[src/rtl/npc_seq.sv]
// Next-PC sequencer: picks the next PC from the current pc, branch/jump redirects,
// exception entry and eret return. It also holds a redirect that arrives while stalled.
module npc_seq #(
    parameter logic [31:0] RESET_PC   = 32'h0000_3000,
    parameter logic [31:0] EXC_VECTOR = 32'h0000_4180
) (
    input  logic        clk,
    input  logic        reset,
    input  logic [31:0] pc,
    input  logic        stall,
    input  logic        redir_valid,
    input  logic [31:0] redir_target,
    input  logic        exc,
    input  logic [31:0] exc_epc,
    input  logic        eret,
    output logic [31:0] npc,
    output logic [31:0] epc,
    output logic        exl,
    output logic        redir_pend
);

    logic        pend_valid;
    logic [31:0] pend_target;
    logic        exc_take;
    logic        eret_take;

    // A new exception is masked while already in the handler.
    assign exc_take  = exc && !exl;
    assign eret_take = eret && exl;

    always_comb begin
        // NOTE: npc gets a default before any branch so no latch is inferred.
        npc = pc + 32'd4;
        if (!reset)
            npc = RESET_PC;
        else if (exc_take)
            npc = EXC_VECTOR;
        else if (stall)
            npc = pc;
        else if (eret_take)
            npc = epc;
        else if (pend_valid)
            npc = pend_target;
        else if (redir_valid)
            npc = redir_target;
    end

    always_ff @(posedge clk or negedge reset) begin
        if (!reset) begin
            // NOTE: state registers use non-blocking assignments so every update
            // within the block sees the values from before the edge.
            epc         <= '0;
            exl         <= 1'b0;
            pend_valid  <= 1'b0;
            pend_target <= '0;
        end else if (exc_take) begin
            epc        <= exc_epc;
            exl        <= 1'b1;
            pend_valid <= 1'b0;
        end else if (stall) begin
            // A later redirect in the same stall replaces the held target.
            if (redir_valid) begin
                pend_valid  <= 1'b1;
                pend_target <= redir_target;
            end
        end else begin
            if (eret_take)
                exl <= 1'b0;
            // The held target is either consumed now or dropped by eret.
            pend_valid <= 1'b0;
        end
    end

    assign redir_pend = pend_valid;

    // A fresh redirect in the cycle that consumes a held target is lost.
    redir_collision : assert property (@(posedge clk) disable iff (!reset)
        !(!exc_take && !stall && pend_valid && redir_valid));

endmodule

[config.mk]
export PLATFORM = sky130hd
export DESIGN_NAME = npc_seq
export DESIGN_NICKNAME = d
export VERILOG_FILES = /design/src/rtl/npc_seq.sv
export SDC_FILE = /design/constraint.sdc
export NUM_CORES = 1
export LEC_CHECK = 0
export BUFFER_PORTS_ARGS = -buffer_cell sky130_fd_sc_hd__buf_2
export CORE_MARGIN = 8
export CORE_UTILIZATION = 45
export CTS_CLUSTER_SIZE = 24
export DETAILED_ROUTE_END_ITERATION = 6
export PLACE_DENSITY_LB_ADDON = 0.3
export RECOVER_POWER = 25
export SLEW_MARGIN = 10
export SYNTH_ARGS = -nofsm -noshare
export SYNTH_HDL_FRONTEND = slang
export SYNTH_SLANG_ARGS = --single-unit
[constraint.sdc]
create_clock -name clk -period 7.4 [get_ports clk]
set_clock_uncertainty 0.1 [all_clocks]
set_input_delay 1.48 -clock clk [delete_from_list [all_inputs] [get_ports clk]]
set_output_delay 1.48 -clock clk [all_outputs]
set_load 0.02 [all_outputs]
==> flow_results.xml, run 1 <==
<?xml version="1.0" encoding="UTF-8"?>
<metrics>
  <group name="die">
    <metric name="die_x" unit="um">117</metric>
    <metric name="core_area" unit="sq um">9770</metric>
    <metric name="placementRows" unit="">36</metric>
    <metric name="ioPinCount" unit="">168</metric>
    <metric name="floorplan.initialDensity" unit="%">46.5</metric>
    <metric name="floorplan.die_area" unit="sq um">13600</metric>
    <metric name="die_height" unit="um">117</metric>
  </group>
  <group name="logic_synthesis">
    <metric name="seq_area_frac_synth" unit="%">36.3</metric>
    <metric name="synth.net_count" unit="">671</metric>
    <metric name="yosysUniqueCellTypes" unit="">59</metric>
    <metric name="postSynth.asyncResetShare" unit="%">100</metric>
    <metric name="ys_seq_elements" unit="">66</metric>
    <metric name="count_of_flip_flops_with_a_built_in_enable_after_synthesis" unit="">0</metric>
    <metric name="post_synth_inst_count" unit="">568</metric>
    <metric name="syn_avg_cell_area" unit="sq um">8.01</metric>
    <metric name="netlist_top_cells_area" unit="">dfrtp_1 36%, nand2_1 12%, mux2_2 7.7%</metric>
    <metric name="synth_top_flop_cell" unit="">dfrtp_1</metric>
    <metric name="synthesis.area" unit="sq um">4550</metric>
    <metric name="yosys.area.top_type" unit="">dfrtp_1</metric>
    <metric name="number_of_warnings_printed_during_yosys_synthesis" unit="">0</metric>
    <metric name="synthDominantCellAreaShare" unit="%">36.3</metric>
  </group>
  <group name="worst_setup_path">
    <metric name="crit_path_start_kind" unit="">primary input</metric>
    <metric name="worst_path_max_delay_cell" unit="">clkbuf_1</metric>
    <metric name="arrival" unit="ps">3800</metric>
    <metric name="timing.critical_path.buf_inv" unit="">2</metric>
    <metric name="timing.setup.critical_path_class" unit="">in -&gt; out</metric>
    <metric name="worstPathRequired" unit="ps">5820</metric>
    <metric name="critPathMaxFanout" unit="">16</metric>
    <metric name="critical-path-max-stage-delay" unit="ps">720</metric>
    <metric name="critPathTopFamily" unit="">buffers and inverters</metric>
    <metric name="endpoint_kind_of_the_worst_setup_timing_path" unit="">output pin</metric>
    <metric name="crit_path_cell_chain" unit="">clkbuf_1, and2_1, nand3_1, o41ai_1, buf_2</metric>
  </group>
  <group name="sta">
    <metric name="fmax" unit="MHz">186</metric>
    <metric name="setup-violations-final" unit="">0</metric>
    <metric name="tightest_slew" unit="ps">1140</metric>
    <metric name="finalMaxSlewViolations" unit="">0</metric>
    <metric name="layout_worst_path_cycle_share" unit="%">72.6</metric>
    <metric name="rsz0062_at_grt" unit="">no</metric>
    <metric name="setup_ws" unit="ps">2020</metric>
    <metric name="timing.setup.tns" unit="ps">0</metric>
    <metric name="period_needed" unit="ps">5380</metric>
    <metric name="slew-limit-headroom" unit="%">23.6</metric>
    <metric name="timing_hold_violations_final" unit="">0</metric>
  </group>
  <group name="power_and_ir_drop">
    <metric name="power_report.internal_total" unit="uW">768</metric>
    <metric name="combPwrFrac" unit="%">34.3</metric>
    <metric name="vdd_drop_max" unit="mV">0.123</metric>
    <metric name="cellPowerDensity" unit="nW/um^2">219</metric>
    <metric name="total_switching_power" unit="uW">472</metric>
    <metric name="total_leakage_power" unit="uW">0.00276</metric>
    <metric name="p_seq_share" unit="%">39.7</metric>
    <metric name="power.share.switching" unit="%">38.0</metric>
    <metric name="share_clk_of_total_power" unit="%">26.0</metric>
  </group>
  <group name="final_layout">
    <metric name="area_growth" unit="%">24.3</metric>
    <metric name="layout-drive-gt1-share" unit="%">31.9</metric>
    <metric name="finish.instance_area" unit="sq um">5650</metric>
    <metric name="n_fill_cell" unit="">938</metric>
    <metric name="antenna_cells_inserted" unit="">0</metric>
    <metric name="nets" unit="">815</metric>
  </group>
  <group name="clock_network">
    <metric name="ctsLongestPathBuffers" unit="">2</metric>
    <metric name="ctsRootBufferMaster" unit="">clkbuf_8</metric>
    <metric name="postCtsResizedCells" unit="">0</metric>
    <metric name="post_cts_hold_buffer_count" unit="">0</metric>
    <metric name="cts_htree_levels" unit="">3</metric>
    <metric name="tritoncts" unit="">yes</metric>
    <metric name="cts_inserted_buffers" unit="">9</metric>
    <metric name="cts.reportedPaths.clkPinSlew" unit="ps">70</metric>
    <metric name="clk_lat_worst_skew" unit="ps">360</metric>
    <metric name="cts.sinks" unit="">66</metric>
    <metric name="number_of_post_cts_setup_repair_buffers" unit="">0</metric>
  </group>
  <group name="drt">
    <metric name="drt-pass1-iter-count" unit="">6</metric>
    <metric name="remaining_drc_errors" unit="">0</metric>
    <metric name="avgViaCountPerCell" unit="">5.77</metric>
    <metric name="postRouteAntennaNets" unit="">0</metric>
    <metric name="detailedRoute.firstIterationViolations" unit="">350</metric>
    <metric name="wire_per_inst" unit="um">19.7</metric>
    <metric name="postRouteWirelength" unit="um">16800</metric>
    <metric name="detailroute.via_count" unit="">4905</metric>
  </group>
  <group name="min_path">
    <metric name="hold_path.class" unit="">reg -&gt; reg</metric>
  </group>
  <group name="placed_design">
    <metric name="gp_congestion" unit="">0.892</metric>
    <metric name="place_area" unit="sq um">5460</metric>
    <metric name="port_buffers" unit="">167</metric>
    <metric name="dp_slack" unit="ps">2160</metric>
    <metric name="place.detailed.hpwl" unit="um">12200</metric>
  </group>
  <group name="status">
    <metric name="run_status" unit="">finished, final reports clean</metric>
  </group>
  <group name="global_route">
    <metric name="globalRouteTotalUtil" unit="%">24.7</metric>
    <metric name="grt_pass1_vias" unit="">5002</metric>
    <metric name="overflow" unit="">0</metric>
    <metric name="antenna_found_initial" unit="">1</metric>
    <metric name="grt_pass1_wl" unit="um">26000</metric>
    <metric name="grt_start_max_net_pins" unit="">61</metric>
  </group>
  <group name="flow_run">
    <metric name="max_cap_violations" unit="">0</metric>
  </group>
</metrics>
==> area by class of cell <==
type / instances / area [sq um] / share of cell area, %
tap: 133 / 166 / 2.94
clock inverter: 5 / 52.6 / 0.930
clock buffer: 11 / 151 / 2.68
multi-input combinational: 451 / 2700 / 47.8
sequential: 66 / 1650 / 29.2
inverter: 8 / 30.0 / 0.531
timing repair buffer: 176 / 900 / 15.9
==> through the flow <==
| step | total power [uW] | hold slack, ps | utilization [%] | std cells |
|---|---|---|---|---|
| finish | 1240 | 397 | 57.8 | 850 |
| global route | 1310 | 420 | 57.8 | 850 |
| CTS | 1250 | 390 | 57.9 | 850 |
| detailed placement | 924 | 372 | 55.8 | 834 |
| global placement | 914 | 369 | 55.8 | 834 |
| floorplan | 750 | 350 | - | 568 |
==> cell families (layout without fill, tap and decap cells) <==
group,Yosys count,count (layout),share of synthesized area (%)
adders and majority gates,1,1,0.275
xor gates and xnor gates,15,15,2.89
muxes,41,41,9.88
AOI/OAI and AO/OA,126,126,18.5
buffers and inverters,51,200,4.40
and+or+nand+nor,268,268,27.7
DFF,66,66,36.3
==> state kept, by name (all words and copies together) (netlist names) <==
signal,cells
redir_pend,1
epc,32
exl,1
pend_target,32
==> worst min-delay path, cell delays in order, from the launching register on <==
cell and delay, ps:
dfrtp_1 350, nand2_1 50, o21ai_0 60
==> metal layers <==
layer / up-vias / GRT usage (%) / share of wire, %
met5: - / 0 / 0.054
met4: 2 / 9.81 / 2.1
met3: 29 / 7.65 / 9.6
met2: 240 / 41.2 / 47
met1: 2303 / 29.1 / 41
li1: 2331 / - / -
==> synthesized netlist by cell type, types with 3 or more instances <==
cell type	number
nand2_1	140
dfrtp_1	66
a21oi_1	33
clkbuf_1	32
mux2_2	31
nor2_1	28
o21ai_0	26
and3_1	19
nor3_1	19
nand3_1	15
nand4_1	11
mux2i_1	10
nor4_1	9
o22ai_1	9
xnor2_1	8
a211oi_1	7
buf_2	7
o221ai_1	7
xor2_1	7
inv_1	6
a221oi_1	5
and2_1	4
and4_1	4
buf_1	4
nor2b_1	4
o211ai_1	4
o22a_1	4
a22oi_1	3
a31oi_1	3
nand2b_1	3
nand3_2	3
o31ai_1	3
or3_1	3
==> final timing paths <==
check	slack, ps	start	endpoint	depth (start not counted)
worst max-delay path	2020	reset	npc[25]	5
worst max register to register	4530	exl	pend_target[17]	3
worst min-delay path	400	pend_target[11]	pend_target[11]	2
max in group asynchronous	4730	reset	pend_target[19]	2
worst min register to register	400	pend_target[11]	pend_target[11]	2
min in group asynchronous	1150	reset	pend_target[31]	1
==> power by group through the flow <==
stage	clock (uW)	sequential, uW	combinational (uW)
after floorplan	0	537	213
after global placement	0	494	420
after detailed placement	0	499	426
after CTS	328	492	427
after global routing	342	502	464
final	322	492	426
==> cell usage in the layout (no fill, tap or decap), drive strengths merged, types with 5 or more instances in the layout <==
cell,Yosys,layout
dfrtp,66,66
nand2,140,140
o22ai,9,9
a221oi,5,5
a21oi,33,33
and3,19,19
mux2,31,31
buf,11,173
xnor2,8,8
nand3,18,18
clkinv,2,5
xor2,7,7
nor2,28,28
inv,6,6
o221ai,7,7
nand4,11,11
nor4,10,10
nor3,19,19
clkbuf,32,14
o21ai,26,26
mux2i,10,10
a211oi,7,7
(Power assumes the default switching activity.)
==> run 2: changes to the inputs <==
==> constraint.sdc (replaced) <==
create_clock -name clk -period 5.49 [get_ports clk]
set_clock_uncertainty 0.1 [all_clocks]
set_input_delay 1.098 -clock clk [delete_from_list [all_inputs] [get_ports clk]]
set_output_delay 1.098 -clock clk [all_outputs]
set_load 0.02 [all_outputs]
==> run 2 against run 1 <==
Compared with the run above: the flow now finishes with violations (max-capacitance violations, max-slew violations); worst hold slack worse by 1.0 ps; wire length up 2.0%; global-route usage up 1.1 points; largest power group unchanged; via count up 2.0%; register-to-register slack worse by 1600 ps.
==> flow_results.xml, run 2 (synthesis gave the netlist of run 1 again) <==
<?xml version="1.0" encoding="UTF-8"?>
<metrics>
  <group name="worst_setup_path">
    <metric name="endpoint_kind_of_the_worst_setup_timing_path" unit="">output pin</metric>
    <metric name="critical_path.startpoint" unit="">eret</metric>
    <metric name="worstReg2RegStart" unit="">exl</metric>
    <metric name="crit_path_start_kind" unit="">primary input</metric>
    <metric name="arrival" unit="ps">3440</metric>
    <metric name="rrSetupSlack" unit="ps">2970</metric>
    <metric name="critical-path-max-stage-delay" unit="ps">1140</metric>
    <metric name="worst_setup_path_endpoint" unit="">npc[21]</metric>
    <metric name="timing.setup.critical_path_class" unit="">in -&gt; out</metric>
    <metric name="timing.critical_path.buf_inv" unit="">3</metric>
    <metric name="cpMostUsedCell" unit="">buf_2</metric>
    <metric name="critPathMaxFanout" unit="">32</metric>
    <metric name="path_depth" unit="">8</metric>
    <metric name="crit-reg2reg-capture" unit="">pend_target[18]</metric>
    <metric name="r2r.worst_path.cells" unit="">4</metric>
    <metric name="worstPathRequired" unit="ps">4290</metric>
    <metric name="crit_path_cell_chain" unit="">buf_2, and2_1, clkbuf_1, a221o_1, o21ai_0, a21o_1, a2bb2oi_1, buf_2</metric>
    <metric name="worst_path_max_delay_cell" unit="">clkbuf_1</metric>
    <metric name="critPathTopFamily" unit="">buffers and inverters</metric>
  </group>
  <group name="power_and_ir_drop">
    <metric name="finalPower" unit="uW">1620</metric>
    <metric name="total_leakage_power" unit="uW">0.00275</metric>
    <metric name="p_seq_share" unit="%">40.8</metric>
    <metric name="combPwrFrac" unit="%">35.5</metric>
    <metric name="power.share.switching" unit="%">39.0</metric>
    <metric name="vdd_drop_max" unit="mV">0.169</metric>
    <metric name="cellPowerDensity" unit="nW/um^2">288</metric>
    <metric name="power_report.internal_total" unit="uW">990</metric>
    <metric name="total_switching_power" unit="uW">633</metric>
    <metric name="share_clk_of_total_power" unit="%">23.6</metric>
  </group>
  <group name="clock_network">
    <metric name="postCtsResizedCells" unit="">0</metric>
    <metric name="clk_lat_worst_skew" unit="ps">350</metric>
    <metric name="cts_htree_levels" unit="">3</metric>
    <metric name="cts.reportedPaths.clkPinSlew" unit="ps">70</metric>
    <metric name="number_of_post_cts_setup_repair_buffers" unit="">0</metric>
    <metric name="post_cts_hold_buffer_count" unit="">0</metric>
    <metric name="ctsLongestPathBuffers" unit="">2</metric>
    <metric name="cts.sinks" unit="">66</metric>
    <metric name="tritoncts" unit="">yes</metric>
    <metric name="ctsRootBufferMaster" unit="">clkbuf_8</metric>
    <metric name="cts_inserted_buffers" unit="">9</metric>
  </group>
  <group name="sta">
    <metric name="setup-violations-final" unit="">0</metric>
    <metric name="finalMaxSlewViolations" unit="">72</metric>
    <metric name="timing.setup.tns" unit="ps">0</metric>
    <metric name="period_needed" unit="ps">4630</metric>
    <metric name="slew-limit-headroom" unit="%">-48.2</metric>
    <metric name="rsz0062_at_grt" unit="">no</metric>
    <metric name="timing_hold_violations_final" unit="">0</metric>
    <metric name="tightest_slew" unit="ps">2220</metric>
    <metric name="fmax" unit="MHz">216</metric>
    <metric name="layout_worst_path_cycle_share" unit="%">84.4</metric>
  </group>
  <group name="final_layout">
    <metric name="largestRegisters" unit="">epc x32, pend_target x32</metric>
    <metric name="final_common_cell" unit="">buf_2</metric>
    <metric name="layout-drive-gt1-share" unit="%">32.0</metric>
    <metric name="final-instance-count-excl-fill" unit="">852</metric>
    <metric name="area_growth" unit="%">24.0</metric>
    <metric name="most-common-layout-cells" unit="">166 x buf_2, 140 x nand2_1, 66 x dfrtp_1, 33 x a21oi_1, 31 x mux2_2</metric>
    <metric name="nets" unit="">817</metric>
  </group>
  <group name="drt">
    <metric name="postRouteAntennaNets" unit="">0</metric>
    <metric name="detailedRoute.firstIterationViolations" unit="">339</metric>
    <metric name="drt-pass1-iter-count" unit="">5</metric>
    <metric name="wire_per_inst" unit="um">20.1</metric>
    <metric name="postRouteWirelength" unit="um">17100</metric>
    <metric name="avgViaCountPerCell" unit="">5.87</metric>
    <metric name="detailroute.via_count" unit="">5003</metric>
    <metric name="remaining_drc_errors" unit="">0</metric>
  </group>
  <group name="die">
    <metric name="floorplan.die_area" unit="sq um">13600</metric>
    <metric name="die_x" unit="um">117</metric>
    <metric name="ioPinCount" unit="">168</metric>
    <metric name="placementRows" unit="">36</metric>
    <metric name="core_area" unit="sq um">9770</metric>
    <metric name="die_height" unit="um">117</metric>
    <metric name="floorplan.initialDensity" unit="%">46.5</metric>
  </group>
  <group name="global_route">
    <metric name="globalRouteTotalUtil" unit="%">25.8</metric>
    <metric name="grt_pass1_vias" unit="">5179</metric>
    <metric name="grt_start_max_net_pins" unit="">43</metric>
    <metric name="overflow" unit="">0</metric>
    <metric name="antenna_found_initial" unit="">1</metric>
    <metric name="grt_pass1_wl" unit="um">27100</metric>
  </group>
  <group name="min_path">
    <metric name="hold_path.class" unit="">reg -&gt; reg</metric>
  </group>
  <group name="status">
    <metric name="run_status" unit="">complete, but fails checks</metric>
    <metric name="violated_checks" unit="">max-capacitance violations, max-slew violations</metric>
  </group>
  <group name="placed_design">
    <metric name="placedCellCount" unit="">836</metric>
    <metric name="gp_congestion" unit="">0.898</metric>
    <metric name="port_buffers" unit="">167</metric>
    <metric name="place.detailed.hpwl" unit="um">12300</metric>
  </group>
  <group name="flow_run">
    <metric name="max_cap_violations" unit="">2</metric>
  </group>
</metrics>
## run 2: changes by cell type in the layout (fill, tap and decap cells not counted), sizes merged
cell	delta
buf	+3
clkbuf	+1
bufinv	-1
diode	+1
clkinv	-2
## run 2: how the worst min path moves through the flow
stage / from / to / cells after the start
after floorplan: pend_target[11] / pend_target[11] / 2
after global placement: epc[8] / epc[8] / 2
after detailed placement: epc[15] / epc[15] / 2
after CTS: epc[15] / epc[15] / 2
after global routing: pend_target[1] / pend_target[1] / 1
final: epc[15] / epc[15] / 2
## run 2: worst min-delay path: stages (launching register included)
cell	delay, ps
dfrtp_1	360
nand2_1	50
nand2_1	60
## run 2: layout make-up
type,instances,area (sq um)
Tap cell,133,166
Sequential cell,66,1650
Clock buffer,13,159
Antenna cell,1,2.50
Clock inverter,2,12.5
Timing Repair Buffer,178,913
Inverter,8,30.0
Multi-Input combinational cell,451,2700
Fill cell,976,4140
## run 2: metrics by stage
stage / instance area [sq um] / setup slack (ps) / hold slack [ps] / util (%)
2_1_floorplan: 4550 / 1520 / 350 / -
3_3_place_gp: 5470 / 1100 / 380 / 56.0
3_5_place_dp: 5470 / 1050 / 384 / 56.0
4_1_cts: 5640 / 1050 / 398 / 57.7
5_1_grt: 5640 / 645 / 425 / 57.7
6_report: 5640 / 856 / 396 / 57.7
## run 2: power groups by stage
stage               Sequential [uW]  Combinational (uW)  Clock (uW)
CTS                             662                 581         389
global route                    675                 632         406
detailed placement              671                 579           0
floorplan                       724                 287           0
global placement                665                 570           0
finish                          663                 577         384
## run 2: layer usage
metal  track usage [%]  vias to the layer above  part of all wire, %
li1                  -                     2337                    -
met1              31.3                     2407                   41
met2              43.0                      233                   48
met3              6.41                       26                  8.6
met4              10.4                        0                  2.1
met5                 0                        -                    0
==> run 3: changes to the inputs <==
--- a/config.mk
+++ b/config.mk
@@ -5,6 +5,7 @@
 export SDC_FILE = /design/constraint.sdc
 export NUM_CORES = 1
 export LEC_CHECK = 0
+export ABC_AREA = 1
 export BUFFER_PORTS_ARGS = -buffer_cell sky130_fd_sc_hd__buf_2
 export CORE_MARGIN = 8
 export CORE_UTILIZATION = 45
==> constraint.sdc (replaced) <==
create_clock -name clk -period 4.5 [get_ports clk]
set_clock_uncertainty 0.1 [all_clocks]
set_input_delay 0.9 -clock clk [delete_from_list [all_inputs] [get_ports clk]]
set_output_delay 0.9 -clock clk [all_outputs]
set_load 0.02 [all_outputs]
==> run 3 against run 2 <==
Compared with the run above: the run still ends with max-capacitance violations, max-slew violations left; clock power rose by 40%; combinational power rose by 20%; total power rose by 26%; critical endpoint is now npc[4]; sequential power rose by 22%; highest routed layer is now met5; non-clock buffer count rose by 1; first-iteration DRC count fell by 13%; register-to-register slack got worse by 460 ps; worst hold slack improved by 1.4 ps; setup slack improved by 22 ps; synthesized cell count rose by 32%; sequential share of layout area fell by 1.7 points.
==> flow_results.xml, run 3 <==
<?xml version="1.0" encoding="UTF-8"?>
<metrics>
  <group name="power_and_ir_drop">
    <metric name="combPwrFrac" unit="%">33.9</metric>
    <metric name="finalPower" unit="uW">2040</metric>
    <metric name="share_clk_of_total_power" unit="%">26.4</metric>
    <metric name="cellPowerDensity" unit="nW/um^2">340</metric>
    <metric name="total_leakage_power" unit="uW">0.00320</metric>
    <metric name="total_switching_power" unit="uW">784</metric>
    <metric name="power.share.switching" unit="%">38.4</metric>
    <metric name="vdd_drop_max" unit="mV">0.204</metric>
    <metric name="power_report.internal_total" unit="uW">1260</metric>
    <metric name="p_seq_share" unit="%">39.7</metric>
  </group>
  <group name="status">
    <metric name="violated_checks" unit="">max-capacitance violations, max-slew violations</metric>
    <metric name="run_status" unit="">complete, but fails checks</metric>
  </group>
  <group name="logic_synthesis">
    <metric name="count_of_flip_flops_with_a_built_in_enable_after_synthesis" unit="">0</metric>
    <metric name="synth_xor_area_share" unit="%">0.359</metric>
    <metric name="synth_top_flop_cell" unit="">dfrtp_1</metric>
    <metric name="yosysUniqueCellTypes" unit="">32</metric>
    <metric name="netlist_top_cells_area" unit="">dfrtp_1 34%, nand2_1 22%, nor2_1 6.9%</metric>
    <metric name="post_synthesis_simple_gate_area_fraction" unit="%">37.0</metric>
    <metric name="seq_area_frac_synth" unit="%">33.9</metric>
    <metric name="syn_avg_cell_area" unit="sq um">6.53</metric>
    <metric name="post_synth_inst_count" unit="">747</metric>
    <metric name="ys_seq_elements" unit="">66</metric>
    <metric name="count_leader_synth" unit="">nand2_1</metric>
    <metric name="synthDominantCellAreaShare" unit="%">33.9</metric>
    <metric name="postSynth.asyncResetShare" unit="%">100</metric>
    <metric name="synth_compound_area_share" unit="%">14.0</metric>
    <metric name="synth_commonest_cells" unit="">285 x nand2_1, 90 x nor2_1, 66 x dfrtp_1</metric>
    <metric name="synthesis.area" unit="sq um">4870</metric>
    <metric name="yosys.area.top_type" unit="">dfrtp_1</metric>
    <metric name="synth_mux_area_share" unit="%">6.47</metric>
    <metric name="synth.net_count" unit="">850</metric>
    <metric name="number_of_warnings_printed_during_yosys_synthesis" unit="">0</metric>
    <metric name="largest_family_of_logic_cells_by_synthesized_area" unit="">simple AND/OR/NAND/NOR gates</metric>
    <metric name="synthAdderAreaFrac" unit="%">0.257</metric>
  </group>
  <group name="worst_setup_path">
    <metric name="worstReg2RegStart" unit="">exl</metric>
    <metric name="endpoint_kind_of_the_worst_setup_timing_path" unit="">output pin</metric>
    <metric name="crit_path_cell_chain" unit="">clkbuf_1, inv_1, nor2_1, buf_4, o21ai_0, a31oi_1, buf_2</metric>
    <metric name="timing.critical_path.buf_inv" unit="">4</metric>
    <metric name="crit_path_start_kind" unit="">primary input</metric>
    <metric name="critPathTopFamily" unit="">buffers and inverters</metric>
    <metric name="timing.setup.critical_path_class" unit="">in -&gt; out</metric>
    <metric name="critical-path-max-stage-delay" unit="ps">580</metric>
    <metric name="arrival" unit="ps">2620</metric>
    <metric name="critPathMaxFanout" unit="">15</metric>
    <metric name="rrSetupSlack" unit="ps">2510</metric>
    <metric name="worstPathRequired" unit="ps">3500</metric>
    <metric name="r2r.worst_path.cells" unit="">4</metric>
    <metric name="crit-reg2reg-capture" unit="">pend_target[20]</metric>
    <metric name="worst_path_max_delay_cell" unit="">clkbuf_1</metric>
  </group>
  <group name="global_route">
    <metric name="grt_pass1_wl" unit="um">26100</metric>
    <metric name="overflow" unit="">0</metric>
    <metric name="grt_start_max_net_pins" unit="">59</metric>
    <metric name="antenna_found_initial" unit="">2</metric>
    <metric name="globalRouteTotalUtil" unit="%">22.4</metric>
    <metric name="grt_pass1_vias" unit="">5116</metric>
  </group>
  <group name="sta">
    <metric name="setup-violations-final" unit="">0</metric>
    <metric name="finalMaxSlewViolations" unit="">59</metric>
    <metric name="rsz0062_at_grt" unit="">no</metric>
    <metric name="whs" unit="ps">398</metric>
    <metric name="layout_worst_path_cycle_share" unit="%">80.5</metric>
    <metric name="timing_hold_violations_final" unit="">0</metric>
    <metric name="period_needed" unit="ps">3620</metric>
    <metric name="tightest_slew" unit="ps">1540</metric>
    <metric name="timing.setup.tns" unit="ps">0</metric>
    <metric name="fmax" unit="MHz">276</metric>
    <metric name="slew-limit-headroom" unit="%">-2.99</metric>
  </group>
  <group name="clock_network">
    <metric name="clk_lat_worst_skew" unit="ps">350</metric>
    <metric name="post_cts_hold_buffer_count" unit="">0</metric>
    <metric name="cts_htree_levels" unit="">3</metric>
    <metric name="tritoncts" unit="">yes</metric>
    <metric name="number_of_post_cts_setup_repair_buffers" unit="">0</metric>
    <metric name="ctsLongestPathBuffers" unit="">2</metric>
    <metric name="cts.sinks" unit="">66</metric>
    <metric name="cts.reportedPaths.clkPinSlew" unit="ps">70</metric>
    <metric name="postCtsResizedCells" unit="">0</metric>
    <metric name="ctsRootBufferMaster" unit="">clkbuf_8</metric>
    <metric name="cts_inserted_buffers" unit="">9</metric>
  </group>
  <group name="die">
    <metric name="floorplan.die_area" unit="sq um">14400</metric>
    <metric name="die_height" unit="um">120</metric>
    <metric name="placementRows" unit="">38</metric>
    <metric name="ioPinCount" unit="">168</metric>
    <metric name="floorplan.initialDensity" unit="%">45.6</metric>
    <metric name="core_area" unit="sq um">10700</metric>
    <metric name="die_x" unit="um">120</metric>
  </group>
  <group name="placed_design">
    <metric name="place.detailed.hpwl" unit="um">12000</metric>
    <metric name="port_buffers" unit="">167</metric>
    <metric name="gp_congestion" unit="">0.942</metric>
  </group>
  <group name="drt">
    <metric name="postRouteAntennaNets" unit="">0</metric>
    <metric name="remaining_drc_errors" unit="">0</metric>
    <metric name="wire_per_inst" unit="um">15.4</metric>
    <metric name="detailroute.via_count" unit="">5290</metric>
    <metric name="avgViaCountPerCell" unit="">5.06</metric>
    <metric name="detailroute.wirelength.met3" unit="um">1130</metric>
    <metric name="met2_wirelength" unit="um">7620</metric>
    <metric name="highest_layer" unit="">met5</metric>
    <metric name="drt-pass1-iter-count" unit="">5</metric>
    <metric name="detailedRoute.firstIterationViolations" unit="">296</metric>
    <metric name="postRouteWirelength" unit="um">16100</metric>
    <metric name="drt-met1-wl" unit="um">6980</metric>
  </group>
  <group name="final_layout">
    <metric name="layout-drive-gt1-share" unit="%">27.4</metric>
    <metric name="final_common_cell" unit="">nand2_1</metric>
    <metric name="largestRegisters" unit="">epc x32, pend_target x32</metric>
    <metric name="most-common-layout-cells" unit="">285 x nand2_1, 166 x buf_2, 89 x nor2_1, 66 x dfrtp_1, 52 x a21oi_1</metric>
    <metric name="finish.utilization" unit="%">56.1</metric>
    <metric name="area_growth" unit="%">23.0</metric>
    <metric name="nets" unit="">1003</metric>
    <metric name="n_fill_cell" unit="">1122</metric>
  </group>
  <group name="min_path">
    <metric name="hold_path.class" unit="">reg -&gt; reg</metric>
    <metric name="hold_start" unit="">pend_target[30]</metric>
    <metric name="worst_hold_path.num_cells" unit="">1</metric>
    <metric name="capture_endpoint_of_the_worst_hold_path" unit="">pend_target[30]</metric>
  </group>
  <group name="flow_run">
    <metric name="max_cap_violations" unit="">1</metric>
  </group>
</metrics>
-- run 3: changes by cell type in the layout (fill, tap and decap cells not counted), sizes merged, moves of 8 or more --
cell / previous run / this run
nand2: 140 / 294
and3: 19 / 0
nor2: 28 / 103
o21ai: 26 / 47
a21oi: 33 / 55
nand4: 11 / 0
xnor2: 8 / 0
mux2i: 10 / 0
nor4: 10 / 0
nor3: 19 / 1
o22ai: 9 / 0
nand3: 18 / 36
inv: 6 / 53
-- run 3: through the flow --
stage / instances / setup WS [ps] / cell area, sq um
after global routing: 1046 / 623 / 6000
after detailed placement: 1029 / 1050 / 5790
after global placement: 1029 / 1070 / 5790
after floorplan: 747 / 1400 / 4870
after CTS: 1045 / 1050 / 6000
final: 1046 / 878 / 6000
-- run 3: how the worst max path moves through the flow --
stage                   end  startpoint  cells after the start  slack (ps)
floorplan           npc[14]       pc[2]                     11        1400
global placement    npc[13]        eret                     12        1070
detailed placement  npc[20]        eret                     10        1050
CTS                 npc[20]        eret                     10        1050
global route         npc[4]       reset                      7         620
finish               npc[4]       reset                      7         880
-- run 3: kinds of logic (layout without fill, tap and decap cells) --
family | count (synthesis) | count (layout)
AND/OR/NAND/NOR | 436 | 436
AO/OA/AOI/OAI | 124 | 124
buffers and inverters | 90 | 248
flip-flops | 66 | 66
multiplexers | 28 | 28
XOR/XNOR | 2 | 2
adder cells (fa/ha/maj) | 1 | 1
other | 0 | 1
-- run 3: worst register-to-register path: stages, from the launching register on --
cell	delay [ps]
dfrtp_1	450
nor2_4	170
nor2_1	60
nand2_2	640
mux2_2	430
-- run 3: power by group through the flow --
stage | combinational (uW) | sequential [uW] | clock [uW]
final | 691 | 811 | 539
after floorplan | 360 | 883 | 0
after detailed placement | 697 | 822 | 0
after global routing | 768 | 825 | 584
after global placement | 690 | 820 | 0
after CTS | 699 | 811 | 553
-- run 3: cell type report --
class                           instances  area, sq um  area share [%]
Antenna cell                            1         2.50          0.0417
Clock buffer                           11          151            2.52
Clock inverter                          5         60.1            1.00
Inverter                               53          199            3.32
Multi-Input combinational cell        591         2840            47.3
Sequential cell                        66         1650            27.5
Tap cell                              140          175            2.92
Timing Repair Buffer                  179          922            15.4
-- run 3: layer usage --
layer	vias up	track usage (%)
li1	2696	-
met1	2399	28.4
met2	174	36.7
met3	19	5.82
met4	2	6.48
met5	-	0
